[src/rtl/cam_pkg.sv]
// Shared constants and the entry record for the 16-entry key/data CAM.
// Latency: n/a (types and constants only).
// Backpressure: n/a.
package cam_pkg;

    localparam int KEY_W  = 16;
    localparam int DATA_W = 16;
    localparam int DEPTH  = 16;
    localparam int ADDR_W = $clog2(DEPTH);

    typedef struct packed {
        logic              valid;
        logic [KEY_W-1:0]  key;
        logic [DATA_W-1:0] data;
    } cam_entry_t;

endpackage

[src/rtl/cam_prio_enc.sv]
// Lowest-index priority encoder over the CAM match vector.
// Latency: combinational.
// Backpressure: none; pure function of the match vector.
module cam_prio_enc
    import cam_pkg::*;
(
    input  logic [DEPTH-1:0]  match,
    output logic              any,
    output logic [ADDR_W-1:0] idx
);

    // Scan from the top down so the lowest set bit is the last to win
    always_comb begin
        any = |match;
        idx = '0;
        for (int i = DEPTH - 1; i >= 0; i--) begin
            if (match[i]) begin
                idx = ADDR_W'(i);
            end
        end
    end

endmodule

[src/rtl/cam.sv]
// 16-entry CAM: write stores/updates a key/data pair, lookup returns hit/addr/data.
// Latency: results registered, visible one clock after the operation is sampled.
// Backpressure: none; accepts one operation per enabled cycle.
module cam
    import cam_pkg::*;
(
    input  logic              clk,
    input  logic              rst_n,
    input  logic              cam_enable,
    input  logic              wr,
    input  logic [KEY_W-1:0]  cam_data_in,
    input  logic [DATA_W-1:0] data_in,
    output logic              cam_hit_out,
    output logic [ADDR_W-1:0] cam_addr_out,
    output logic [DATA_W-1:0] data_out
);

    cam_entry_t        entries [DEPTH];
    logic [ADDR_W-1:0] wr_ptr;
    logic [DEPTH-1:0]  match;
    logic              match_any;
    logic [ADDR_W-1:0] match_idx;

    // Parallel compare; an invalid entry never matches regardless of stale key bits
    always_comb begin
        match = '0;
        for (int i = 0; i < DEPTH; i++) begin
            match[i] = entries[i].valid && (entries[i].key == cam_data_in);
        end
    end

    // One encoder serves both the write-update path and the lookup path
    cam_prio_enc u_prio_enc (
        .match (match),
        .any   (match_any),
        .idx   (match_idx)
    );

    // Entry storage, FIFO allocation pointer and registered outputs
    always_ff @(posedge clk) begin
        if (!rst_n) begin
            for (int i = 0; i < DEPTH; i++) begin
                entries[i].valid <= 1'b0;
            end
            wr_ptr       <= '0;
            cam_hit_out  <= 1'b0;
            cam_addr_out <= '0;
            data_out     <= '0;
        end else if (cam_enable) begin
            if (wr) begin
                cam_hit_out <= 1'b0;
                if (match_any) begin
                    // Existing key: refresh data in place, no new slot consumed
                    entries[match_idx].data <= data_in;
                    cam_addr_out            <= match_idx;
                end else begin
                    // New key: allocate oldest slot, overwriting when full
                    entries[wr_ptr] <= '{valid: 1'b1, key: cam_data_in, data: data_in};
                    cam_addr_out    <= wr_ptr;
                    wr_ptr          <= (wr_ptr == ADDR_W'(DEPTH - 1)) ? '0 : wr_ptr + 1'b1;
                end
            end else begin
                cam_hit_out  <= match_any;
                cam_addr_out <= match_any ? match_idx : '0;
                data_out     <= match_any ? entries[match_idx].data : '0;
            end
        end else begin
            cam_hit_out <= 1'b0;
        end
    end

endmodule

[config.mk]
export PLATFORM = sky130hd
export DESIGN_NAME = cam
export DESIGN_NICKNAME = d
export VERILOG_FILES = /design/src/rtl/cam_pkg.sv /design/src/rtl/cam_prio_enc.sv /design/src/rtl/cam.sv
export SDC_FILE = /design/constraint.sdc
export NUM_CORES = 1
export LEC_CHECK = 0
export CORE_MARGIN = 1.5
export CORE_UTILIZATION = 25
export CTS_BUF_LIST = sky130_fd_sc_hd__clkbuf_4
export CTS_CLUSTER_SIZE = 24
export DETAILED_ROUTE_END_ITERATION = 8
export SKIP_LAST_GASP = 1
export SYNTH_ARGS = -nofsm -noshare
export SYNTH_HDL_FRONTEND = slang
export SYNTH_SLANG_ARGS = --single-unit
[constraint.sdc]
create_clock -name clk -period 12.8 [get_ports clk]
set_clock_uncertainty 0.1 [all_clocks]
set_input_delay 2.56 -clock clk [delete_from_list [all_inputs] [get_ports clk]]
set_output_delay 2.56 -clock clk [all_outputs]
set_load 0.1 [all_outputs]
### After elaboration in Yosys (flattened, before gate mapping)

Memory sizes are Yosys's and may differ from the RTL's.
Index checks and enable logic that the tools add are counted.
W data, S select, Z words.

| storage, ports and cells | value |
|---|---|
| output and inout port bits | 21 |
| RAM bits | 528 |
| memories kept | 1 |
| flip-flop bits (word level) | 25 |

Memory list:

| memory | words | bits a word | rd ports | clocked after memory_dff | write ports | line | source |
|---|---|---|---|---|---|---|---|
| entries | 16 | 33 | 17 | 0 | 16 | cam.sv:18 | `cam_entry_t entries [DEPTH];` |

| cells by class | value |
|---|---|
| equality and inequality tests | 17 |
| $add $sub $neg | 1 |
| mux-type cells | 38 |
| reductions and logical operators | 22 |
| bitwise logic cells | 4 |

Operator list:

| cell | count |
|---|---|
| $eq A16 B16 Y1 | 16 |
| $mux W4 | 22 |
| $mux W33 | 2 |
| $reduce_or A33 Y1 | 2 |
| $logic_and A1 B1 Y1 | 16 |
| $mux W16 | 1 |
| $reduce_or A16 Y1 | 1 |
| $mux W1 | 11 |
| $mux W3 | 2 |
| $add A4 B1 Y4 const B | 1 |
| $eq A4 B4 Y1 const B | 1 |
| $not A1 Y1 | 4 |
| $reduce_and A3 Y1 | 1 |
| $reduce_or A3 Y1 | 1 |
| $reduce_and A2 Y1 | 1 |

### Logic depth before layout (Yosys ltp)

Gate-level depths: netlist of the first run.
An unclocked memory read counts as a cell.

| depth | value |
|---|---|
| word-level depth | 21 |
| gate-level depth with buffers | 15 |
| mapped depth without buffers | 11 |

### Cells and area by module

From an unflattened synthesis of the first run, not the netlist that was laid out.

| unflattened totals | value |
|---|---|
| cell total of the unflattened synthesis | 1291 |
| area, all modules | 22228.8 um^2 |

Modules (own cells, without submodules):

| module | seq. area each (um^2) | area each (um^2) | instances | cells an instance |
|---|---|---|---|---|
| cam | 16195.5 | 22052.4 | 1 | 1257 |
| cam_prio_enc | 0.0 | 176.4 | 1 | 34 |

### Worst setup path after synthesis of the first run

No wires, ideal clock.

| timing path | value |
|---|---|
| kind | input port to flip-flop |
| start point | in cam_data_in[14] |
| end point | mem entries[10][16] (netlist bit) (enable) |
| arrival time | 6.273 ns |
| data required time | 12.311 ns |
| cell stages on the path | 14 |
| path buffers | 3 |
| path slack | 6.038 ns |
| cells stage by stage | clkbuf_1 -> buf_2 -> xor2_1 -> nor2_1 -> nand2_1 -> nor4_1 -> or4_1 -> nor4_1 -> nand2_1 -> nor2_1 -> a21oi_1 -> nand2b_1 -> clkbuf_1 -> nor2_1 |

RTL lines:

| element | line | source |
|---|---|---|
| from (decl) | cam.sv:11 | `input logic [KEY_W-1:0] cam_data_in,` |
| to (decl) | cam.sv:18 |  |

==> results.md, run 1 <==
* Post-synthesis register bit count at 553
* Final wirelength at between 50000 and 60000 um
* Die ar. at roughly 96000 um2
* DR vias/cell at 4.52
* Fin crit period at just over 7 ns
* GRT Total Usage at 0.119
* R2R Setup Slk at roughly 7.5 ns
* Die Wd at roughly 310 um
* Crit start category: primary input
* DPL Wire Length at 32500 um
* Fillcell total at a little over 9000
* Final #Nets at around 1800
* CP Data Required Time at around 13 ns
* Yosys cell types at 58
* Vias at roughly 14000
* Final ANT Viol Nets at 0
* Post-Syn Area at about 24000 um2
* Leakage at between 8 and 9 nW
* Pwr dens at ~130 nW/um2
* Mux contribution to synthesized area at 0.0570
* Worst vdd ir at between 70 and 80 uV
* Final hold violation count at 0
* Compound-Gate Fraction of Synth Area at 0.0461
* Final Wtd Congestion at about 0.79
* Clock Sinks at ~550
* CP Cell Sequence: buf_2 > xor2_1 > nor4b_1 > nor4b_1 > a2111o_1 > a41oi_1 > nor4_4 > buf_4 > nor2_1 > inv_1 > nand4_1 > nor2_1
* Latest clock arrival within the worst-skew pair at roughly 0.9 ns
* Share of layout cells above drive strength 1 at 0.175
* Layout area overhead at 16.1%
* Seq/Total Area, Yosys at 0.689
* TritonCTS Buffers at 140
* CTS tree: yes
* Arrival time at the worst endpoint at between 7 and 8 ns
* Asr flop ratio synth at 0
* Max Slew Vio Count at 0
* Clock Path Buffers at 3
* Root Driver: clkbuf_4
* Synth Area per Inst at ~15 um2
* Io pins at 57
* Synth Area in XOR/XNOR at 0.0965
* Hold buffer count at CTS at 0
* Achievable Freq at between 100 and 150 MHz
* HP Class: flip-flop to flip-flop
* Starting density of the core at 0.252
* WHS at 0.353 ns
* Cts repair resizes at 0
* Setup Viol. Count Final at 0
* Status: completed
* First-pass GRT wire length at between 80000 and 90000 um
* CP max stage cell: nor2_1
* Cells after Synth at 1587
* Ys flop type: edfxtp_1
* Synth warn at 0
* Element type at the critical path end: flip-flop
* Worst-Margin Slew at roughly 1.3 ns
* Largest family of logic cells by synthesized area: XOR/XNOR gates
* Simple-gate area share of the yosys netlist at 0.0942
* Synth Net Count at 1624
* DRT iter0 DRCs at approximately 940
* Adder-Cell Fraction of Synth Area at 0.000532
* Initial DRT Pass Iterations at 5
* Overall Power at around 3.6 mW
* H-tree level count at 4
* Initial antenna violation count at 5
* Wire per inst at 18.4 um
* Die height at just over 300 um
* I/O Buffers at 56
* RSZ-0062 raised after global routing: false
* Largest stage delay on the critical path at 1.17 ns
* Critical setup path kind: primary input to flip-flop
* Post-CTS Setup Inserts at 0
* Sum of buffers and inverters on the critical path at 3
* Max cap viols at 0
* Final Cycle Share at 0.565
* EDFF count, synth at ~500
* Placement row count at 112
* Vias in the first global route at ~14000
* Grt ovf at 0
* Core area at 93200 um2
* Slew headroom at 0.109
* Largest net degree at the start of global routing at ~160
* CTS clk-pin slew, worst paths at 0.06 ns
* Top Family by Delay on Critical Path: simple AND/OR/NAND/NOR gates
* Top fanout value on the critical path at 41
* Setup_tns at 0 ns
* DRC Markers at 0
-- synth_stat cells, drive strengths merged, types with 25 or more instances --
cell | n | area [um2]
edfxtp | 512 | 15400
xor2 | 139 | 1220
xnor2 | 120 | 1050
mux2i | 98 | 981
nand2 | 96 | 360
nor2 | 58 | 218
nor4 | 55 | 350
buf | 49 | 279
a21oi | 45 | 225
dfxtp | 41 | 821
o21ai | 39 | 195
nor2b | 35 | 219
a211oi | 34 | 255
mux2 | 32 | 360
nand4 | 32 | 200
clkbuf | 26 | 97.6
or4 | 25 | 188
-- worst register-to-register path: stages (launching register included) --
cell      delay [ns]
edfxtp_1        0.38
xor2_1          0.17
nor4_1          0.28
nand4b_1        0.14
or4b_2          0.65
nand4b_1        0.22
a41oi_1         0.29
nor4_4          0.21
buf_4           0.51
nor2_1          0.18
inv_1           0.11
nand4_1         0.46
nor2_1          1.18
-- path summary, 6_finish.rpt --
kind	start	to	depth (start not counted)
hold / removal	data_out[6]	data_out[6]	2
setup reg to reg	entries[12][25]	entries[12][18]	12
setup / recovery	cam_data_in[4]	entries[12][18]	12
hold reg to reg	data_out[6]	data_out[6]	2
-- cell type report --
class	count	area, um2	area share
diodes	4	10.0	0.000367
clock inverters	34	161	0.00591
flip-flops and latches	553	16200	0.593
multi-input cells	953	6940	0.254
inverters	6	22.5	0.000825
clock buffers	210	1580	0.0577
repair buffers	101	831	0.0304
well taps	1254	1570	0.0575
-- per-stage QoR --
step | cell area, um2 | instances | utilization | worst slack, ns
3_3_place_gp | 25600 | 2867 | 0.274 | 4.81
6_report | 27300 | 3115 | 0.293 | 5.57
2_1_floorplan | 23500 | 1587 | - | 6.04
4_1_cts | 27300 | 3111 | 0.293 | 5.63
3_5_place_dp | 25600 | 2867 | 0.274 | 4.70
5_1_grt | 27300 | 3114 | 0.293 | 5.30
-- metal layers --
metal  wire [um]  track usage  vias to the layer above
li1            -            -                     6466
met1       27400        0.169                     7024
met2       24600        0.173                      479
met3        3890       0.0318                      117
met4        1400       0.0432                        4
met5          24            0                        -
-- report_power, final --
| part | switching (mW) | internal, mW | leakage [nW] | total, mW |
|---|---|---|---|---|
| logic | 0.100 | 0.0438 | 2.39 | 0.144 |
| clock network | 0.705 | 0.767 | 1.05 | 1.47 |
| registers | 0.00280 | 1.98 | 4.94 | 1.98 |
| total | 0.808 | 2.79 | 8.38 | 3.59 |
-- sequential cells by signal, summed over array words and instances, names as in the netlist --
signal        count
entries         528
data_out         16
cam_addr_out      4
wr_ptr            4
cam_hit_out       1
-- layout by cell type, fill, tap and decap left out, types with 4 or more instances in the layout --
| cell type | Yosys | layout |
|---|---|---|
| clkbuf_4 | 0 | 210 |
| o21ai_0 | 19 | 19 |
| nand2b_1 | 14 | 14 |
| clkinv_1 | 0 | 24 |
| mux2i_1 | 98 | 98 |
| a211oi_1 | 34 | 34 |
| nand2_1 | 96 | 96 |
| diode_2 | 0 | 4 |
| inv_2 | 0 | 5 |
| buf_2 | 37 | 16 |
| and4_1 | 4 | 4 |
| dfxtp_1 | 41 | 41 |
| nor2_1 | 58 | 56 |
| o22ai_1 | 17 | 17 |
| nand4_1 | 32 | 32 |
| a221oi_1 | 16 | 16 |
| nand4b_1 | 14 | 14 |
| buf_4 | 5 | 44 |
| or4_1 | 25 | 25 |
| nor4_1 | 54 | 54 |
| nor4b_1 | 11 | 11 |
| inv_1 | 6 | 6 |
| nor2b_1 | 35 | 35 |
| xor2_1 | 139 | 139 |
| nor3b_1 | 6 | 6 |
| o21ai_1 | 20 | 20 |
| a21oi_1 | 45 | 45 |
| mux2_2 | 32 | 32 |
| nand3_1 | 22 | 22 |
| clkdlybuf4s50_1 | 0 | 40 |
| edfxtp_1 | 512 | 512 |
| xnor2_1 | 120 | 120 |
-- kinds of logic (layout without fill, tap and decap cells) --
kind of cell | Yosys count | count (layout)
simple gates | 395 | 395
xor+xnor | 259 | 259
flops | 553 | 553
buf+inv | 81 | 351
fa+ha+maj | 1 | 1
mux | 130 | 130
other cells | 0 | 4
compound gates | 168 | 168
(Power assumes the default switching activity.)
==> run 2, diff against run 1 <==
- clock period: 12.8 -> 6.05 ns (I/O delays scaled with it)
==> results.md, run 2 (synthesis results as in run 1) <==
* Achievable Freq at between 200 and 250 MHz
* Largest net degree at the start of global routing at 59 (was 162)
* Commonest non-fill, non-tap cells in the layout: edfxtp_1 (512), clkbuf_4 (210), xor2_1 (139), xnor2_1 (120), mux2i_1 (98) (unchanged)
* I/O Buffers at 56 (unchanged)
* Final wirelength at 59900 um (was 57300 um)
* Reg power frac at 0.534 (was 0.551)
* Crit path top cell by count: nor4_1
* Die ar. at 95900 um2 (unchanged)
* Io pins at 57 (unchanged)
* Reg2reg start: entries[9][18] (was entries[12][25])
* Latest clock arrival within the worst-skew pair at 1.00 ns (was 0.89 ns)
* Core area at 93200 um2 (unchanged)
* Sw frac at 0.229 (was 0.225)
* Top fanout value on the critical path at 16 (was 41)
* Max Slew Vio Count at 0 (unchanged)
* Share of layout cells above drive strength 1 at 0.200 (was 0.175)
* First-pass GRT wire length at 89500 um (was 86200 um)
* Element type at the critical path end: flip-flop (unchanged)
* Setup_tns at 0 ns (unchanged)
* Internal Power at 6.05 mW (was 2.79 mW)
* Final #Nets at 1842 (was 1792)
* TritonCTS Buffers at 141 (was 140)
* Worst r2r dst: entries[2][27] (was entries[12][18])
* Starting density of the core at 0.252 (unchanged)
* CP max stage cell: nor4_1 (was nor2_1)
* Vias at 14339 (was 14090)
* Placement Cell Area at 26000 um2 (was 25600 um2)
* HP Class: flip-flop to flip-flop (unchanged)
* Clock Path Buffers at 3 (unchanged)
* Post-layout util at 0.299 (was 0.293)
* Placement row count at 112 (unchanged)
* Final setup margin at 1.10 ns (was 5.57 ns)
* Worst-Margin Slew at 1.14 ns (was 1.33 ns)
* CTS tree: yes (unchanged)
* Layout area overhead at 18.7% (was 16.1%)
* Hold Path Origin: data_out[7] (was data_out[6])
* Fin crit period at slightly below 5 ns
* DRC Markers at 0 (unchanged)
* H-tree level count at 4 (unchanged)
* Root Driver: clkbuf_4 (unchanged)
* Initial DRT Pass Iterations at 7 (was 5)
* Die height at 310 um (unchanged)
* Design area at 27900 um2 (was 27300 um2)
* Critical setup path kind: primary input to flip-flop (unchanged)
* DR vias/cell at 4.53 (was 4.52)
* Crit start category: primary input (unchanged)
* Most common cell after layout, fill and taps aside: edfxtp_1 (unchanged)
* Arrival time at the worst endpoint at 5.48 ns (was 7.58 ns)
* Final Cycle Share at 0.818
* CP Data Required Time at 6.58 ns (was 13.15 ns)
* Post-CTS Setup Inserts at 0 (unchanged)
* Vias in the first global route at 14570 (was 14305)
* Sw Pwr at 1.79 mW (was 0.808 mW)
* DRT iter0 DRCs at 1172 (was 944)
* Final ANT Viol Nets at 0 (unchanged)
* Regs by FF count: entries (528), data_out (16) (unchanged)
* FF-to-FF path depth at 12 (unchanged)
* Die Wd at 310 um (unchanged)
* R2R Setup Slk at 1.39 ns (was 7.51 ns)
* Pwr dens at 281 nW/um2 (was 132 nW/um2)
* Clock Power Share at 0.424 (was 0.409)
* Hold Crit Depth at 2 (unchanged)
* Cts repair resizes at 0 (unchanged)
* Status: completed (unchanged)
* Initial antenna violation count at 1 (was 5)
* Slew headroom at 0.233 (was 0.109)
* Wire per inst at 18.9 um (was 18.4 um)
* Worst vdd ir at 156 uV (was 72.3 uV)
* Max reg flops at 528 (unchanged)
* Critical Path Start: cam_data_in[1] (was cam_data_in[4])
* Leakage at 8.69 nW (was 8.38 nW)
* RSZ-0062 raised after global routing: false (unchanged)
* Final hold violation count at 0 (unchanged)
* Setup Viol. Count Final at 0 (unchanged)
* Worst Hold End: data_out[7] (was data_out[6])
* CP Cell Sequence: buf_2 > xor2_1 > nor4_1 > nand2_1 > nor4_1 > or4_1 > nor4_1 > nand2_1 > nor2_1 > a21oi_1 > nand2b_1 > nor2_1 > buf_4 (was buf_2 > xor2_1 > nor4b_1 > nor4b_1 > a2111o_1 > a41oi_1 > nor4_4 > buf_4 > nor2_1 > inv_1 > nand4_1 > nor2_1)
* Grt ovf at 0 (unchanged)
* Most flop-heavy register: entries (unchanged)
* Largest stage delay on the critical path at 0.89 ns (was 1.17 ns)
* Final Wtd Congestion at 0.822 (was 0.792)
* Worst slack, placed at 0.221 ns (was 4.70 ns)
* Hold buffer count at CTS at 0 (unchanged)
* CTS clk-pin slew, worst paths at 0.06 ns (about the same)
* DPL Wire Length at 38100 um (was 32500 um)
* GRT Total Usage at 0.126 (was 0.119)
* Combinational share of power at 0.043 (was 0.040)
* Max cap viols at 0 (unchanged)
* Clock Sinks at 553 (unchanged)
-- run 2: final cells by class --
type | instances | area [um2]
fill | 9329 | 65300
inverter | 6 | 22.5
clock inverter | 37 | 282
tap | 1254 | 1570
multi-input combinational | 953 | 6940
clock buffer | 210 | 1580
sequential | 553 | 16200
antenna | 4 | 10.0
timing repair buffer | 150 | 1310
-- run 2: metal layers --
metal / part of all wire / vias to the layer above / global-route usage
met1: 0.46 / 7147 / 0.171
li1: - / 6570 / -
met2: 0.44 / 524 / 0.188
met4: 0.020 / 0 / 0.0502
met5: 0 / - / 0
met3: 0.076 / 98 / 0.0335
-- run 2: power groups by stage --
stage,registers (mW),logic [mW],clock network (mW)
after floorplan,4.28,0.162,0
after global placement,4.27,0.328,0
after detailed placement,4.27,0.334,0
after CTS,4.18,0.335,3.42
after global routing,4.18,0.360,3.60
final,4.19,0.334,3.32
-- run 2: worst max path at each step --
stage / endpoint / slack, ns / cells past startpoint
floorplan: entries[10][16] / 0.64 / 14
global placement: entries[8][7] / 0.34 / 14
detailed placement: entries[8][9] / 0.22 / 14
CTS: entries[12][14] / 1.30 / 14
global route: entries[4][5] / 0.96 / 14
finish: entries[2][27] / 1.10 / 13
-- run 2: stage by stage --
stage	cells	power [mW]	hold slack [ns]
6_report	3167	7.84	0.354
3_5_place_dp	2916	4.60	0.349
3_3_place_gp	2916	4.60	0.340
2_1_floorplan	1587	4.44	0.338
5_1_grt	3164	8.15	0.376
4_1_cts	3163	7.94	0.327
-- run 2: worst max-delay path: cells and delay by family --
kind	cells	cell delay, ns
and+or+nand+nor	9	3.12
buffers and inverters	2	0.68
xor gates and xnor gates	1	0.25
AOI/OAI and AO/OA	1	0.20
